**src/rtl/led_pkg.sv**
```systemverilog
// Shared LED arbitration types: mode encoding, FSM state and an "active mode" helper.
package led_pkg;

   localparam int unsigned ModeW = 3;

   localparam logic [ModeW-1:0] LED_OFF  = 3'd0;
   localparam logic [ModeW-1:0] LED_ON   = 3'd1;
   localparam logic [ModeW-1:0] LED_SLOW = 3'd2;
   localparam logic [ModeW-1:0] LED_FAST = 3'd3;
   localparam logic [ModeW-1:0] LED_VARY = 3'd4;

   typedef enum logic [1:0] {
      StIdle,
      StHold,
      StOwn,
      StTest
   } led_state_e;

   // Codes 5..7 are reserved and behave exactly like off.
   function automatic logic mode_active(input logic [ModeW-1:0] m);
      return (m >= LED_ON) && (m <= LED_VARY);
   endfunction

endpackage

```
**src/rtl/led_prio_pick.sv**
```systemverilog
// Combinational finder for the lowest-index active request (valid and mode 1..4).
module led_prio_pick
   import led_pkg::*;
#(
   parameter int unsigned NUM_REQ = 4
) (
   input  logic [NUM_REQ-1:0]       valid_i,
   input  logic [ModeW*NUM_REQ-1:0] mode_i,
   output logic                     found_o,
   output logic [2:0]               idx_o,
   output logic [ModeW-1:0]         mode_o
);

   // Scan from the top so the lowest active index is the last one written.
   always_comb begin
      found_o = 1'b0;
      idx_o   = 3'd0;
      mode_o  = LED_OFF;
      for (int i = NUM_REQ - 1; i >= 0; i--) begin
         if (valid_i[i] && mode_active(mode_i[ModeW*i +: ModeW])) begin
            found_o = 1'b1;
            idx_o   = 3'(i);
            mode_o  = mode_i[ModeW*i +: ModeW];
         end
      end
   end

endmodule

```
**src/rtl/led_status_arbiter.sv**
```systemverilog
// Fixed-priority owner of one front-panel LED with a minimum display (hold) time.
// Define LED_TEST_EN to add a lamp-test phase (solid on) after every reset.
module led_status_arbiter
   import led_pkg::*;
#(
   parameter int unsigned NUM_REQ     = 4,
   parameter int unsigned HOLD_CYCLES = 12500000,
   parameter int unsigned TEST_CYCLES = 25000000
) (
   input  logic                     clock,
   input  logic                     reset,
   input  logic [NUM_REQ-1:0]       req_valid,
   input  logic [ModeW*NUM_REQ-1:0] req_mode,
   output logic                     on,
   output logic                     slow_flash,
   output logic                     fast_flash,
   output logic                     vary,
   output logic [2:0]               owner,
   output logic                     busy
);

   localparam int unsigned HoldW = $clog2(HOLD_CYCLES);
   localparam logic [HoldW-1:0] HoldReload = HoldW'(HOLD_CYCLES - 1);

   if (HOLD_CYCLES < 2 || TEST_CYCLES < 1 || NUM_REQ < 2 || NUM_REQ > 8) begin : g_param_check
      $error("led_status_arbiter: illegal parameter value");
   end

   led_state_e       state_q, state_d;
   logic [2:0]       owner_q, owner_d;
   logic [ModeW-1:0] mode_q, mode_d;
   logic [HoldW-1:0] hold_q, hold_d;
   logic             on_q, on_d, slow_q, slow_d, fast_q, fast_d, vary_q, vary_d;
   logic             busy_q, busy_d;
   logic             do_grant, do_idle;

`ifdef LED_TEST_EN
   localparam int unsigned TestW = $clog2(TEST_CYCLES + 1);
   logic [TestW-1:0] test_q, test_d;
`endif

   logic             best_found;
   logic [2:0]       best_idx;
   logic [ModeW-1:0] best_mode;
   logic             own_valid, own_active;
   logic [ModeW-1:0] own_mode;

   led_prio_pick #(
      .NUM_REQ(NUM_REQ)
   ) u_pick (
      .valid_i(req_valid),
      .mode_i (req_mode),
      .found_o(best_found),
      .idx_o  (best_idx),
      .mode_o (best_mode)
   );

   always_comb begin
      own_valid = 1'b0;
      own_mode  = LED_OFF;
      for (int unsigned i = 0; i < NUM_REQ; i++) begin
         if (owner_q == 3'(i)) begin
            own_valid = req_valid[i];
            own_mode  = req_mode[ModeW*i +: ModeW];
         end
      end
   end

   assign own_active = own_valid && mode_active(own_mode);

   always_comb begin
      state_d  = state_q;
      owner_d  = owner_q;
      mode_d   = mode_q;
      hold_d   = hold_q;
      do_grant = 1'b0;
      do_idle  = 1'b0;
`ifdef LED_TEST_EN
      test_d   = test_q;
`endif
      unique case (state_q)
         StIdle: begin
            if (best_found) do_grant = 1'b1;
         end
         StHold: begin
            if (hold_q != '0) hold_d = hold_q - HoldW'(1);
            // Preemption beats both expiry and the owner-drop stretch.
            if (best_found && (best_idx < owner_q)) begin
               do_grant = 1'b1;
            end else if (hold_q == '0) begin
               if (own_active) begin
                  state_d = StOwn;
                  mode_d  = own_mode;
               end else if (best_found) begin
                  do_grant = 1'b1;
               end else begin
                  do_idle = 1'b1;
               end
            end else if (own_active) begin
               mode_d = own_mode;
            end
         end
         StOwn: begin
            if (!best_found) begin
               do_idle = 1'b1;
            end else if (best_idx != owner_q) begin
               do_grant = 1'b1;
            end else begin
               mode_d = best_mode;
            end
         end
`ifdef LED_TEST_EN
         StTest: begin
            if (test_q == '0) do_idle = 1'b1;
            else              test_d  = test_q - TestW'(1);
         end
`endif
         default: do_idle = 1'b1;
      endcase

      if (do_grant) begin
         state_d = StHold;
         owner_d = best_idx;
         mode_d  = best_mode;
         hold_d  = HoldReload;
      end else if (do_idle) begin
         state_d = StIdle;
         owner_d = 3'd0;
         mode_d  = LED_OFF;
         hold_d  = '0;
      end

      on_d   = (state_d == StTest) || (mode_d == LED_ON);
      slow_d = (mode_d == LED_SLOW);
      fast_d = (mode_d == LED_FAST);
      vary_d = (mode_d == LED_VARY);
      busy_d = (state_d != StIdle);
   end

   always_ff @(posedge clock) begin
      if (reset) begin
`ifdef LED_TEST_EN
         state_q <= StTest;
         test_q  <= TestW'(TEST_CYCLES);
`else
         state_q <= StIdle;
`endif
         owner_q <= 3'd0;
         mode_q  <= LED_OFF;
         hold_q  <= '0;
         on_q    <= 1'b0;
         slow_q  <= 1'b0;
         fast_q  <= 1'b0;
         vary_q  <= 1'b0;
         busy_q  <= 1'b0;
      end else begin
         state_q <= state_d;
`ifdef LED_TEST_EN
         test_q  <= test_d;
`endif
         owner_q <= owner_d;
         mode_q  <= mode_d;
         hold_q  <= hold_d;
         on_q    <= on_d;
         slow_q  <= slow_d;
         fast_q  <= fast_d;
         vary_q  <= vary_d;
         busy_q  <= busy_d;
      end
   end

   assign on         = on_q;
   assign slow_flash = slow_q;
   assign fast_flash = fast_q;
   assign vary       = vary_q;
   assign owner      = owner_q;
   assign busy       = busy_q;

endmodule

```
**config.mk**
```make
export PLATFORM = sky130hd
export DESIGN_NAME = led_status_arbiter
export DESIGN_NICKNAME = d
export VERILOG_FILES = /design/src/rtl/led_pkg.sv /design/src/rtl/led_prio_pick.sv /design/src/rtl/led_status_arbiter.sv
export SDC_FILE = /design/constraint.sdc
export NUM_CORES = 1
export LEC_CHECK = 0
export CAP_MARGIN = 20
export CELL_PAD_IN_SITES_DETAIL_PLACEMENT = 1
export CELL_PAD_IN_SITES_GLOBAL_PLACEMENT = 1
export CORE_UTILIZATION = 42
export DETAILED_ROUTE_END_ITERATION = 16
export GPL_TIMING_DRIVEN = 0
export PLACE_DENSITY_LB_ADDON = 0.1
export REMOVE_ABC_BUFFERS = 1
export SYNTH_ARGS = -nofsm -noshare
export SYNTH_HDL_FRONTEND = slang
export SYNTH_SLANG_ARGS = --single-unit
```
**constraint.sdc**
```tcl
create_clock -name clock -period 4.2 [get_ports clock]
set_clock_uncertainty 0.05 [all_clocks]
set_input_delay 0.84 -clock clock [delete_from_list [all_inputs] [get_ports clock]]
set_output_delay 0.84 -clock clock [all_outputs]
set_load 0.005 [all_outputs]
```
==> flow_summary.toml <==
[outcome]
status = "finished clean"

[cts]
htreeDepth = 2
cts.clk_slew.worst_paths_ns = 0.07
cts_made_buffers = 5
cts_tree = "built"
hold_buffers = 0
cts.sinks = 36
cts.path.max_buffers = 2
worstSkewPairLatency_ns = 0.29
cts_root_buf = "clkbuf_8"

[timing]
finalCritPeriodShare_pct = 95.67
relSlewSlack_pct = 28.91
finalHoldViolations = 0
finalCriticalPeriod_ns = 4.018
timing.final.ws_setup_ns = 0.1818
worst_slew_pin_slew_ns = 1.063
final-setup-viol-count = 0
whs_ns = 0.4668
drv_slew = 0
fmax_mhz = 248.9

[setup_path]
start_kind = "primary input"
slowest_delay_ns = 0.51
cp_num_cells = 14
cp_cell_sequence = "clkdlybuf4s50_1 -> or2_2 -> a21oi_2 -> and2_1 -> nor2_1 -> ha_1 -> nor2b_1 -> nor2_2 -> nand4b_2 -> nand2b_1 -> a211o_4 -> o22ai_4 -> nor2_1 -> a32o_1"
timing.rr.start = "owner[1]$_SDFFE_PP0P_"
arrival_ns = 4.15
slowest_stage = "clkdlybuf4s50_1"
endpoint = "on$_SDFF_PP0_"
critical_path_buf_inv_count = 1
required_ns = 4.33
setup.worst_path.start = "req_mode[10]"
worst_setup_path_end_kind = "flip-flop"
crit_top_cell = "nor2_1"
cp_top_family = "simple AND/OR/NAND/NOR gates"
r2r_setup_slack_ns = 1.16
crit_fanout = 23
r2r_end = "on$_SDFF_PP0_"
worstSetupPathType = "primary input to flip-flop"
r2r_cells = 8

[route]
drc = 0
drtIter0Drc = 101
routedWlPerCell_microns = 16.94
drtAntennaViolNets = 0
dr_total_vias = 2346
drt_wl_total_mm = 6.743
firstDrtPassIters = 5
vias_per_cell = 5.894

[yosys]
synth-simple-area-share_pct = 32.58
synth-xor-area-share_pct = 2.873
synthMuxAreaShare_pct = 3.694
synth_compound_gate_area_share_pct = 22.37
synth_top_family_by_area = "simple AND/OR/NAND/NOR gates"
netlist_area_sq_um = 2439
synth_adder_area_share_pct = 4.105
synth_top_cell_by_area = "dfxtp_1"
synth-seq-cells = 36
yosysUniqueCellTypes = 64
netlist_instances = 305
synth_most_common_cell = "nor2_1"
synth.area.top_cells = "dfxtp_1 30%, nor2_1 6.9%, ha_1 4.1%"
ys_seq_area_share_pct = 29.55
synth_top_area_share_pct = 29.55
synthArstFlopShare_pct = 0
ys_warn_count = 0
synth_edf_count = 0
yosys_most_used_dff = "dfxtp_1"
syn_avg_cell_area_sq_um = 7.995
synth_common_cells = "45 x nor2_1, 36 x dfxtp_1, 23 x nand2_1, 16 x a21oi_1, 14 x a31oi_1"

[final_layout]
fill_cells = 679
nets = 352
fin_util_pct = 52.28
synthToLayoutAreaGrowth_pct = 18.78
layout-drive-gt1-share_pct = 10.43
diodes = 0

[floorplanning]
dieArea_sq_um = 6115
coreArea_sq_um = 5540
die_w_microns = 78.20
start_util_pct = 44.02
die_y_microns = 78.20
io_pins = 26
rows = 27

[power]
leakagePower_nw = 1.024
cellPowerDensity_nw_per_um2 = 359.1
irDropWorstVdd_v = 0.0002251

[min_path]
hold_depth = 2
hold_class = "flip-flop to flip-flop"

[place]
place_hpwl_mm = 4.843
numPortBuffers = 24
dpl_worst_slack_ns = -0.9051
place_congestion = 0.7441

[global_route]
antenna_found_initial = 0
grt_pass1_wl_mm = 11.25
grt.overflow.total = 0
grt_max_degree = 27
grt_usage_pct = 23.31
grt_pass1_vias = 2309

[flow_run]
drv_cap = 0
report_power, final:
group	switching [mW]	total (mW)	internal (mW)
logic	0.221	0.383	0.162
registers	0.0358	0.415	0.380
clock network	0.129	0.242	0.113
layer usage:
| metal | track usage (%) | vias up | share of wire [%] |
|---|---|---|---|
| met1 | 28.01 | 1143 | 44 |
| met2 | 43.25 | 28 | 52 |
| li1 | - | 1168 | - |
| met4 | 5.370 | 0 | 1.0 |
| met3 | 3.488 | 7 | 2.3 |
| met5 | 0 | - | 0 |
flip-flops by register name, indices dropped and copies added (netlist names):
register and count:
slow_flash 1, owner 2, on 1, state_q 2
hold_q 24, mode_q 3, vary 1, busy 1
fast_flash 1
how the worst min path moves through the flow:
stage                                        from                       to  slack (ns)
final                     hold_q[19]$_SDFFE_PP0P_  hold_q[19]$_SDFFE_PP0P_        0.47
after CTS                 hold_q[12]$_SDFFE_PP0P_  hold_q[12]$_SDFFE_PP0P_        0.47
after global placement    hold_q[19]$_SDFFE_PP0P_  hold_q[19]$_SDFFE_PP0P_        0.44
after floorplan           hold_q[19]$_SDFFE_PP0P_  hold_q[19]$_SDFFE_PP0P_        0.42
after detailed placement  hold_q[12]$_SDFFE_PP0P_  hold_q[12]$_SDFFE_PP0P_        0.45
after global routing      hold_q[12]$_SDFFE_PP0P_  hold_q[12]$_SDFFE_PP0P_        0.51
kinds of logic after synthesis:
| logic type | Yosys count |
|---|---|
| AOI/OAI and AO/OA | 83 |
| xor gates and xnor gates | 8 |
| adders and majority gates | 8 |
| buffers and inverters | 24 |
| DFF | 36 |
| muxes | 4 |
| other | 1 |
| and+or+nand+nor | 141 |
worst register-to-register path: stages, from the launching register on:
cell      delay, ns
dfxtp_1        0.53
mux4_2         0.60
or3_4          0.42
nand4b_2       0.16
nand2b_1       0.09
a211o_4        0.47
o22ai_4        0.25
nor2_1         0.06
a32o_1         0.29
layout by cell type (no fill, tap or decap), drive strengths merged, types with 7 or more instances in the layout:
master,count
a21oi,17
dfxtp,36
inv,12
nor2b,8
a31oi,14
o21ai,26
nor4,7
or2,7
nand3,9
ha,8
clkdlybuf4s50,24
nor2,45
nand2,23
cell type report:
class	instances	area, sq um	area share, %
clock buffers	6	72.57	2.505
inverters	12	45.04	1.555
repair buffers	26	267.8	9.244
clock inverters	1	5.005	0.1728
multi-input cells	245	1695	58.53
well taps	72	90.09	3.110
flip-flops and latches	36	720.7	24.88
per-stage QoR:
stage,cells,setup TNS [ns],power [mW],instance area (sq um)
floorplan,293,0,0.6581,2370
finish,398,0,1.040,2897
global placement,389,-19.58,0.7655,2700
CTS,396,0,1.026,2823
detailed placement,389,-20.48,0.7751,2700
global route,398,-0.01184,1.113,2897
repair_timing:
action / in CTS / in global routing
setup buffers: 0 / 2
pin swaps: 0 / 2
resized for setup: 9 / 8
endpoints found under the setup margin: 27 / 24
Power figures use the tool's default switching activity.
